<file path="config.mk">
export PLATFORM = sky130hd
export DESIGN_NAME = pipe_alu_flat
export DESIGN_NICKNAME = d
export VERILOG_FILES = /design/src/rtl/pipe_alu_if.sv /design/src/rtl/pipe_alu.sv /design/src/flat_wrapper.sv
export SDC_FILE = /design/constraint.sdc
export NUM_CORES = 1
export LEC_CHECK = 0
export CAP_MARGIN = 25
export CORE_UTILIZATION = 60
export DETAILED_ROUTE_END_ITERATION = 8
export GPL_TIMING_DRIVEN = 0
export PLACE_DENSITY = 0.83
export SLEW_MARGIN = 25
export SYNTH_ARGS = -nofsm -noshare
export SYNTH_HDL_FRONTEND = slang
export SYNTH_SLANG_ARGS = --single-unit
</file>
<file path="constraint.sdc">
create_clock -name clk -period 8 [get_ports clk]
set_input_delay 1.6 -clock clk [delete_from_list [all_inputs] [get_ports clk]]
set_output_delay 1.6 -clock clk [all_outputs]
set_load 0.05 [all_outputs]
</file>
<file path="src/rtl/pipe_alu_if.sv">
// Handshake bundle for pipe_alu: operation request channel and result channel.
interface pipe_alu_if #(
    parameter int WIDTH = 16
);
    logic             in_valid;
    logic             in_ready;
    logic [3:0]       op;
    logic [WIDTH-1:0] a;
    logic [WIDTH-1:0] b;
    logic             out_valid;
    logic             out_ready;
    logic [WIDTH-1:0] result;
    logic             ovfl;

    modport master (
        output in_valid, op, a, b, out_ready,
        input  in_ready, out_valid, result, ovfl
    );

    modport slave (
        input  in_valid, op, a, b, out_ready,
        output in_ready, out_valid, result, ovfl
    );
endinterface

</file>
<file path="src/rtl/pipe_alu.sv">
// pipe_alu: registered ALU with valid/ready handshakes and a {Z,V,N} flag register.
// Define PIPE_ALU_MUL_EN to build the iterative signed shift-add multiplier (opcode 8).
module pipe_alu #(
    parameter int WIDTH = 16
) (
    input  logic       clk,
    input  logic       rst,
    pipe_alu_if.slave  bus,
    output logic [2:0] flags,
    output logic       busy
);
    localparam int SHW = $clog2(WIDTH);

    localparam logic [3:0] OP_ADD    = 4'd0;
    localparam logic [3:0] OP_SUB    = 4'd1;
    localparam logic [3:0] OP_XOR    = 4'd2;
    localparam logic [3:0] OP_RED    = 4'd3;
    localparam logic [3:0] OP_SLL    = 4'd4;
    localparam logic [3:0] OP_SRA    = 4'd5;
    localparam logic [3:0] OP_ROR    = 4'd6;
    localparam logic [3:0] OP_PADDSB = 4'd7;

    localparam logic [WIDTH-1:0] MAX_POS = {1'b0, {(WIDTH-1){1'b1}}};
    localparam logic [WIDTH-1:0] MIN_NEG = {1'b1, {(WIDTH-1){1'b0}}};

    typedef enum logic {IDLE, MUL} state_t;
    state_t state, next_state;

    logic [WIDTH-1:0] result_q;
    logic             ovfl_q;
    logic             out_valid_q;

    logic             accept;
    logic             start_mul;
    logic             mul_done;
    logic [WIDTH-1:0] mul_res;
    logic             mul_ovf;

    logic [WIDTH-1:0] alu_res;
    logic             alu_ovf;
    logic             alu_legal;
    logic             alu_arith;
    logic [WIDTH:0]   sum;
    logic [WIDTH:0]   diff;
    logic [4:0]       nib;
    logic [SHW-1:0]   sh;

    assign bus.in_ready  = (state == IDLE) && (!out_valid_q || bus.out_ready);
    assign accept        = bus.in_valid && bus.in_ready;
    assign bus.out_valid = out_valid_q;
    assign bus.result    = result_q;
    assign bus.ovfl      = ovfl_q;

    // Single-cycle datapath; illegal opcodes fall through to a zero result.
    always_comb begin
        alu_res   = '0;
        alu_ovf   = 1'b0;
        alu_legal = 1'b1;
        alu_arith = 1'b0;
        nib       = '0;
        sh        = bus.b[SHW-1:0];
        sum       = {bus.a[WIDTH-1], bus.a} + {bus.b[WIDTH-1], bus.b};
        diff      = {bus.a[WIDTH-1], bus.a} - {bus.b[WIDTH-1], bus.b};
        case (bus.op)
            OP_ADD: begin
                alu_arith = 1'b1;
                alu_ovf   = sum[WIDTH] ^ sum[WIDTH-1];
                alu_res   = alu_ovf ? (bus.a[WIDTH-1] ? MIN_NEG : MAX_POS) : sum[WIDTH-1:0];
            end
            OP_SUB: begin
                alu_arith = 1'b1;
                alu_ovf   = diff[WIDTH] ^ diff[WIDTH-1];
                alu_res   = alu_ovf ? (bus.a[WIDTH-1] ? MIN_NEG : MAX_POS) : diff[WIDTH-1:0];
            end
            OP_XOR: alu_res = bus.a ^ bus.b;
            OP_RED: begin
                for (int i = 0; i < WIDTH/8; i++) begin
                    alu_res = alu_res + WIDTH'($signed(bus.a[8*i +: 8]))
                                      + WIDTH'($signed(bus.b[8*i +: 8]));
                end
            end
            OP_SLL: alu_res = bus.a << sh;
            OP_SRA: alu_res = $unsigned($signed(bus.a) >>> sh);
            OP_ROR: alu_res = WIDTH'({bus.a, bus.a} >> sh);
            OP_PADDSB: begin
                for (int i = 0; i < WIDTH/4; i++) begin
                    nib = {bus.a[4*i+3], bus.a[4*i +: 4]} + {bus.b[4*i+3], bus.b[4*i +: 4]};
                    if (nib[4] != nib[3]) begin
                        alu_res[4*i +: 4] = nib[4] ? 4'h8 : 4'h7;
                        alu_ovf           = 1'b1;
                    end else begin
                        alu_res[4*i +: 4] = nib[3:0];
                    end
                end
            end
            default: alu_legal = 1'b0;
        endcase
    end

`ifdef PIPE_ALU_MUL_EN
    localparam logic [3:0] OP_MUL = 4'd8;

    logic [SHW-1:0]     count;
    logic [2*WIDTH-1:0] mcand;
    logic [2*WIDTH-1:0] acc;
    logic [2*WIDTH-1:0] acc_next;
    logic [2*WIDTH-1:0] prod;
    logic [WIDTH-1:0]   mplier;
    logic [WIDTH-1:0]   abs_a;
    logic [WIDTH-1:0]   abs_b;
    logic               neg;

    assign abs_a     = bus.a[WIDTH-1] ? -bus.a : bus.a;
    assign abs_b     = bus.b[WIDTH-1] ? -bus.b : bus.b;
    assign start_mul = accept && (bus.op == OP_MUL);
    assign mul_done  = (state == MUL) && (count == SHW'(WIDTH - 1));
    assign busy      = (state == MUL);

    // The final step's partial sum feeds the result directly, so no extra cycle is spent.
    always_comb begin
        acc_next = acc + (mplier[0] ? mcand : '0);
        prod     = neg ? -acc_next : acc_next;
        mul_res  = prod[WIDTH-1:0];
        mul_ovf  = (prod[2*WIDTH-1:WIDTH-1] != {(WIDTH+1){prod[WIDTH-1]}});
    end

    // Magnitude shift-add: multiplicand walks left, multiplier walks right.
    always_ff @(posedge clk) begin
        if (rst) begin
            count  <= '0;
            mcand  <= '0;
            mplier <= '0;
            acc    <= '0;
            neg    <= 1'b0;
        end else if (start_mul) begin
            count  <= '0;
            mcand  <= {{WIDTH{1'b0}}, abs_a};
            mplier <= abs_b;
            acc    <= '0;
            neg    <= bus.a[WIDTH-1] ^ bus.b[WIDTH-1];
        end else if (state == MUL) begin
            count  <= mul_done ? '0 : count + SHW'(1);
            mcand  <= mcand << 1;
            mplier <= mplier >> 1;
            acc    <= acc_next;
        end
    end
`else
    assign start_mul = 1'b0;
    assign mul_done  = 1'b0;
    assign mul_res   = '0;
    assign mul_ovf   = 1'b0;
    assign busy      = 1'b0;
`endif

    always_ff @(posedge clk) begin
        if (rst) begin
            state <= IDLE;
        end else begin
            state <= next_state;
        end
    end

    always_comb begin
        next_state = state;
        case (state)
            IDLE:    if (start_mul) next_state = MUL;
            MUL:     if (mul_done) next_state = IDLE;
            default: next_state = IDLE;
        endcase
    end

    // A drain and a new load on the same edge leave out_valid set.
    always_ff @(posedge clk) begin
        if (rst) begin
            out_valid_q <= 1'b0;
            result_q    <= '0;
            ovfl_q      <= 1'b0;
            flags       <= 3'b000;
        end else begin
            if (out_valid_q && bus.out_ready) begin
                out_valid_q <= 1'b0;
            end
            if (accept && !start_mul) begin
                out_valid_q <= 1'b1;
                result_q    <= alu_res;
                ovfl_q      <= alu_ovf;
                if (alu_legal) begin
                    flags[2] <= (alu_res == '0);
                end
                if (alu_arith) begin
                    flags[1:0] <= {alu_ovf, alu_res[WIDTH-1]};
                end
            end else if (mul_done) begin
                out_valid_q <= 1'b1;
                result_q    <= mul_res;
                ovfl_q      <= mul_ovf;
                flags[2]    <= (mul_res == '0);
            end
        end
    end
endmodule

</file>
<file path="src/flat_wrapper.sv">
// flat-port wrapper written by rule: the top's interface ports become plain ports
module pipe_alu_flat 
#(
    parameter int WIDTH = 16
)
  (clk, rst, flags, busy, bus_in_valid, bus_op, bus_a, bus_b, bus_out_ready, bus_in_ready, bus_out_valid, bus_result, bus_ovfl);
  pipe_alu_if #(.WIDTH(WIDTH)) bus_i ();
  input  logic clk;
  input  logic rst;
  output logic [2:0] flags;
  output logic busy;
  input wire logic [$bits(bus_i.in_valid)-1:0] bus_in_valid;
  input wire logic [$bits(bus_i.op)-1:0] bus_op;
  input wire logic [$bits(bus_i.a)-1:0] bus_a;
  input wire logic [$bits(bus_i.b)-1:0] bus_b;
  input wire logic [$bits(bus_i.out_ready)-1:0] bus_out_ready;
  output wire logic [$bits(bus_i.in_ready)-1:0] bus_in_ready;
  output wire logic [$bits(bus_i.out_valid)-1:0] bus_out_valid;
  output wire logic [$bits(bus_i.result)-1:0] bus_result;
  output wire logic [$bits(bus_i.ovfl)-1:0] bus_ovfl;
  assign bus_i.in_valid = bus_in_valid;
  assign bus_i.op = bus_op;
  assign bus_i.a = bus_a;
  assign bus_i.b = bus_b;
  assign bus_i.out_ready = bus_out_ready;
  assign bus_in_ready = bus_i.in_ready;
  assign bus_out_valid = bus_i.out_valid;
  assign bus_result = bus_i.result;
  assign bus_ovfl = bus_i.ovfl;
  pipe_alu #(.WIDTH(WIDTH)) u_core (.clk(clk), .rst(rst), .bus(bus_i), .flags(flags), .busy(busy));
endmodule
</file>
### Word level (Yosys, flattened, before mapping)

Index checks and enable logic that the tools add are counted.

* register bits: 22
* logic and storage cells: 67
* output and inout bits: 23

* add/subtract/negate cells: 9
* multiplexer cells: 22
* reduce and logical (&&, ||, !) cells: 12
* equal/unequal tests: 11
* bitwise operators: 4
* shift operators: 3

Operator list (number)
* $pmux 16 s8: 1
* $mux 16: 3
* $mux 4: 8
* $shr 32x4->16: 1
* $add 4x4->5: 4
* $add 16x16->17: 1
* $sub 16x16->17: 1
* $add 16x16->16: 1
* $eq 4x3->1 const B: 4
* $logic_not 16->1: 1
* $shl 16x4->16: 1
* $sshr 16x4->16: 1
* $xor 16x16->16: 1
* $add 9x8->10: 1
* $add 8x8->9: 1
* $eq 4x2->1 const B: 2
* $mux 1: 8
* $reduce_or 8->1: 1
* $eq 4x1->1 const B: 1
* $logic_not 4->1: 1
* $ne 1x1->1: 4
* $reduce_and 2->1: 2
* $logic_and 1x1->1: 3
* $pmux 1 s3: 1
* other kinds (7): 8

### Logic depth before layout (Yosys ltp)

* depth in word-level cells: 7
* mapped depth: 27

### Worst setup path after synthesis

No wires, ideal clock.

* kind: input to register
* start point: input port bus_b[1]
* end point: register u_core.flags[2]
* data required time: 7913 ps
* stages: 27
* setup time: 87 ps
* arrival time: 6371 ps
* buffers on the path: 3
* slack: 1542 ps
* path through: buf_2 -> buf_6 -> buf_6 -> inv_2 -> fa_1 -> inv_1 -> ha_1 -> inv_1 -> fa_1 -> inv_1 -> a21oi_1 -> o21bai_1 -> a21oi_1 -> o21bai_1 -> xor2_1 -> ha_1 -> and4_1 -> nand2_1 -> o211ai_1 -> a31oi_1 -> xnor2_1 -> o22ai_1 -> nor4_1 -> o211ai_1 -> or3_1 -> or4_1 -> o31ai_1

* word-level cells in the longest chain between the ends: 5

Ends and longest elaborated chain
* start: declaration: RTL line flat_wrapper.sv:15 `input wire logic [$bits(bus_i.b)-1:0] bus_b;`
* $add 8x8->9 (tied with other cells): RTL line pipe_alu.sv:79 `+ WIDTH'($signed(bus.b[8*i +: 8]));`
* $add 9x8->10 (tied with other cells): RTL line pipe_alu.sv:78 `alu_res = alu_res + WIDTH'($signed(bus.a[8*i +: 8]))`
* $add 16x16->16 (tied with other cells): RTL line pipe_alu.sv:79
* $pmux 16 s8 *: RTL line pipe_alu.sv:64 `case (bus.op)`
* $logic_not 16->1 *: RTL line pipe_alu.sv:189 `flags[2] <= (alu_res == '0);`
* end signal: assignment: RTL line pipe_alu.sv:189
* end signal: assignment: RTL line pipe_alu.sv:198 `flags[2] <= (mul_res == '0);`
* end: declaration: RTL line pipe_alu.sv:9 `output logic [2:0] flags,`

Mark *: on every way between the ends. The rest lies on a longest branch, timed or not.
A chain may end at the register's enable or synchronous reset.

### Worst setup path after layout

Ends and elaborated chain as after synthesis.

==> qor.txt <==
Max FO, Critical Path -> 13
Crit path kind -> in -> reg
P per Cell Area -> 124 mW/mm^2
Via-per-instance ratio -> 7.11
Largest net degree at the start of global routing -> 14
Avg WL per Cell -> 23.8 um
Slew @ Worst Pin -> 1.07 ns
GRT Util Overall -> 45.8%
Yosys Warn Count -> 0
Slew Limit Fails -> 0
P&R area growth vs syn -> 12.8%
Mapped Area -> 0.00658 sq mm
Final hold slack -> 0.469 ns
Most frequent cells in the layout -> 99 x nor2_1, 76 x a21oi_1, 71 x nand2_1
Register bit total from synthesis -> 21
Util after Layout -> 70.9%
Reg2Reg Depth -> 7
DRC -> 0
Total Die Area -> 0.0114 sq mm
Tot Pwr -> 0.000920 W
Post-synthesis cell type count -> 84
Worst endpoint required time -> 8.17 ns
Async set or reset register ratio after synthesis -> 0%
R2R Path End -> u_core.flags[2]
Clock power frac -> 7.5%
Register area -> 420 sq um
GRT Residual Overflow -> 0
Site row count -> 37
TritonCTS clock tree -> done
Worst R2R Setup Slack -> 5.81 ns
CTS Buffer Depth -> 2
Dominant synthesized flop cell -> dfxtp_1
Cell count after synthesis -> 892
Comb pwr share -> 79.8%
DP HPWL -> 20.7 mm
Setup violators final -> 0
Die H -> 107 um
Final setup TNS -> 0 ns
WP data arrival -> 7.91 ns
Post-CTS Repair Setup Buffers -> 0
Critical path launch point type -> input pin
Syn_nets -> 998
Area of the multi-input gates -> 0.00569 sq mm
Layout fillers -> 884
Top-Level Pins -> 63
RSZ-0062 raised after global routing -> false
Final Skew -> 0.000986 ns
Hold_sp -> u_core.bus.result[8]
Chip Width -> 107 um
Initial Util -> 62.8%
F_max -> 129 MHz
Leak -> 2.95 nW
Nets -> 1,063
Tcrit/Tclk final -> 96.7%
Reg power frac -> 12.7%
Post-synth EDFFs -> 0
Clk pin slew, worst setup/hold paths -> 0.07 ns
Root Driver -> clkbuf_8
Sequential share of the synthesized area -> 6.39%
Yosys top cell area share -> 9.71%
Initial antenna violation count -> 0
Placer Congestion -> 1.13
Fin. Hold Viols -> 0
Crit end category -> flip-flop
Max IR drop VDD -> 118 uV
Commonest non-fill, non-tap cell in the layout -> nor2_1
Via Count -> 7,772
Worst r2r src -> u_core.bus.out_valid
Number of global-route vias before repair -> 7,075
Yosys top cell by area -> ha_1
Total CTS buffers -> 3
Global-route wire length before repair -> 39.8 mm
PortBufs -> 60
Synthesized area per cell -> 7.37 sq um
Tmin final -> 7.74 ns
Relative slew slack -> 28.7%
Clock Sinks -> 21
Share of cells above drive strength 1 -> 10.0%
Max H-tree Level -> 1
Routed Antenna Nets -> 0
Final instance area -> 0.00742 sq mm
Critical Path End -> u_core.flags[2]
Max_cap viols -> 0
Iter 0 DRT Violations -> 1,081
Hold WC Path Type -> reg -> reg
Hold Path Depth -> 2
Pre-Repair DR Iteration Count -> 6
P_int -> 0.000425 W
Switch share -> 53.8%
Switch Pwr -> 0.000495 W
Status -> completed
Post-place instance area -> 0.00735 sq mm
Drt total wl -> 26.0 mm
CP Launch Point -> bus_b[1]
Synth area leaders -> ha_1 9.7%, dfxtp_1 6.4%, mux4_2 6.2%
Post-CTS Hold Fix Bufs -> 0
Clk Latency, worst-skew pair -> 0.26 ns
Total core area -> 0.0105 sq mm
stage by stage:
stage | setup slack [ns] | cells
2_1_floorplan | 1.54 | 892
3_3_place_gp | 0.175 | 1088
3_5_place_dp | 0.0126 | 1088
4_1_cts | 0.279 | 1092
5_1_grt | 0.0256 | 1092
6_report | 0.263 | 1093
cells in the mapped netlist, types with 10 or more instances:
cell / n
dfxtp_1: 21
a211oi_1: 30
clkbuf_1: 23
o211ai_1: 20
nand3_1: 15
o22ai_1: 14
mux2_2: 13
nor2b_1: 10
inv_1: 49
fa_1: 15
nor2_1: 99
nand2_1: 71
buf_2: 18
nand2b_1: 11
nor3_1: 20
xor2_1: 14
a21oi_1: 76
mux4_2: 18
o21bai_1: 12
xnor2_1: 26
ha_1: 51
mux2i_1: 35
o21ai_0: 56
kinds of logic (layout without fill, tap and decap cells):
| logic type | count (synthesis) | after routing | share of synthesized area, % |
|---|---|---|---|
| multiplexers | 66 | 66 | 13.7 |
| AND/OR/NAND/NOR | 289 | 289 | 21.4 |
| XOR/XNOR | 40 | 40 | 5.33 |
| flip-flops | 21 | 21 | 6.39 |
| buffers and inverters | 109 | 173 | 7.36 |
| AO/OA/AOI/OAI | 299 | 299 | 31.4 |
| adder cells (fa/ha/maj) | 67 | 67 | 14.4 |
| other | 1 | 2 | 0.0570 |
state kept, by name, indices dropped and copies added, names as in the netlist:
register and flops:
u_core.flags 3, u_core.bus.result 16, u_core.bus.out_valid 1, u_core.bus.ovfl 1
metal layers:
metal  global-route usage [%]  vias to the layer above  share of wire (%)
met4                     22.7                        0                5.6
met2                     70.6                      604                 42
met1                     61.0                     3598                 39
li1                         -                     3457                  -
met5                        0                        -                  0
met3                     8.81                      113                 13
power groups by stage:
stage,sequential [W],clock (W),combinational (W)
floorplan,0.000147,0,0.000460
global placement,0.000119,0,0.000687
detailed placement,0.000119,0,0.000700
CTS,0.000117,0.0000694,0.000703
global route,0.000118,0.0000722,0.000782
finish,0.000117,0.0000691,0.000734
worst min path at each step:
stage / end / slack [ns]
global placement: u_core.bus.result[12] / 0.44
CTS: u_core.bus.result[8] / 0.46
global route: u_core.bus.result[12] / 0.50
finish: u_core.bus.result[8] / 0.47
detailed placement: u_core.bus.result[8] / 0.45
floorplan: u_core.bus.result[12] / 0.67
area by class of cell:
class	count	share of cell area, %
clock inverters	1	0.0675
plain buffers	56	3.84
inverters	53	2.72
diodes	1	0.0337
clock buffers	3	0.556
repair buffers	60	8.09
multi-input cells	762	76.7
well taps	136	2.29
flip-flops and latches	21	5.67
timing repair:
action | in CTS | in global routing
setup endpoints to repair | 0 | 1
endpoints found under the hold margin | 0 | 0
gates resized for setup | 0 | 4
critical path, stage by stage:
cell and delay, ns:
clkdlybuf4s50_1 0.51, buf_2 0.22, buf_6 0.19, buf_6 0.19
inv_4 0.13, fa_1 0.49, inv_1 0.07, ha_1 0.17
inv_1 0.05, fa_1 0.40, inv_1 0.07, a21oi_1 0.07
o21bai_1 0.19, a21oi_1 0.11, o21bai_2 0.19, xor2_1 0.22
ha_1 0.33, and4_1 0.25, nand2_1 0.07, o211ai_1 0.09
a31oi_2 0.22, xnor2_1 0.21, o22ai_1 0.13, nor4_1 0.29
o211ai_1 0.26, or3_1 0.43, or4_1 0.47, o31ai_1 0.26
Note: power is estimated with default switching activity, not from simulation.
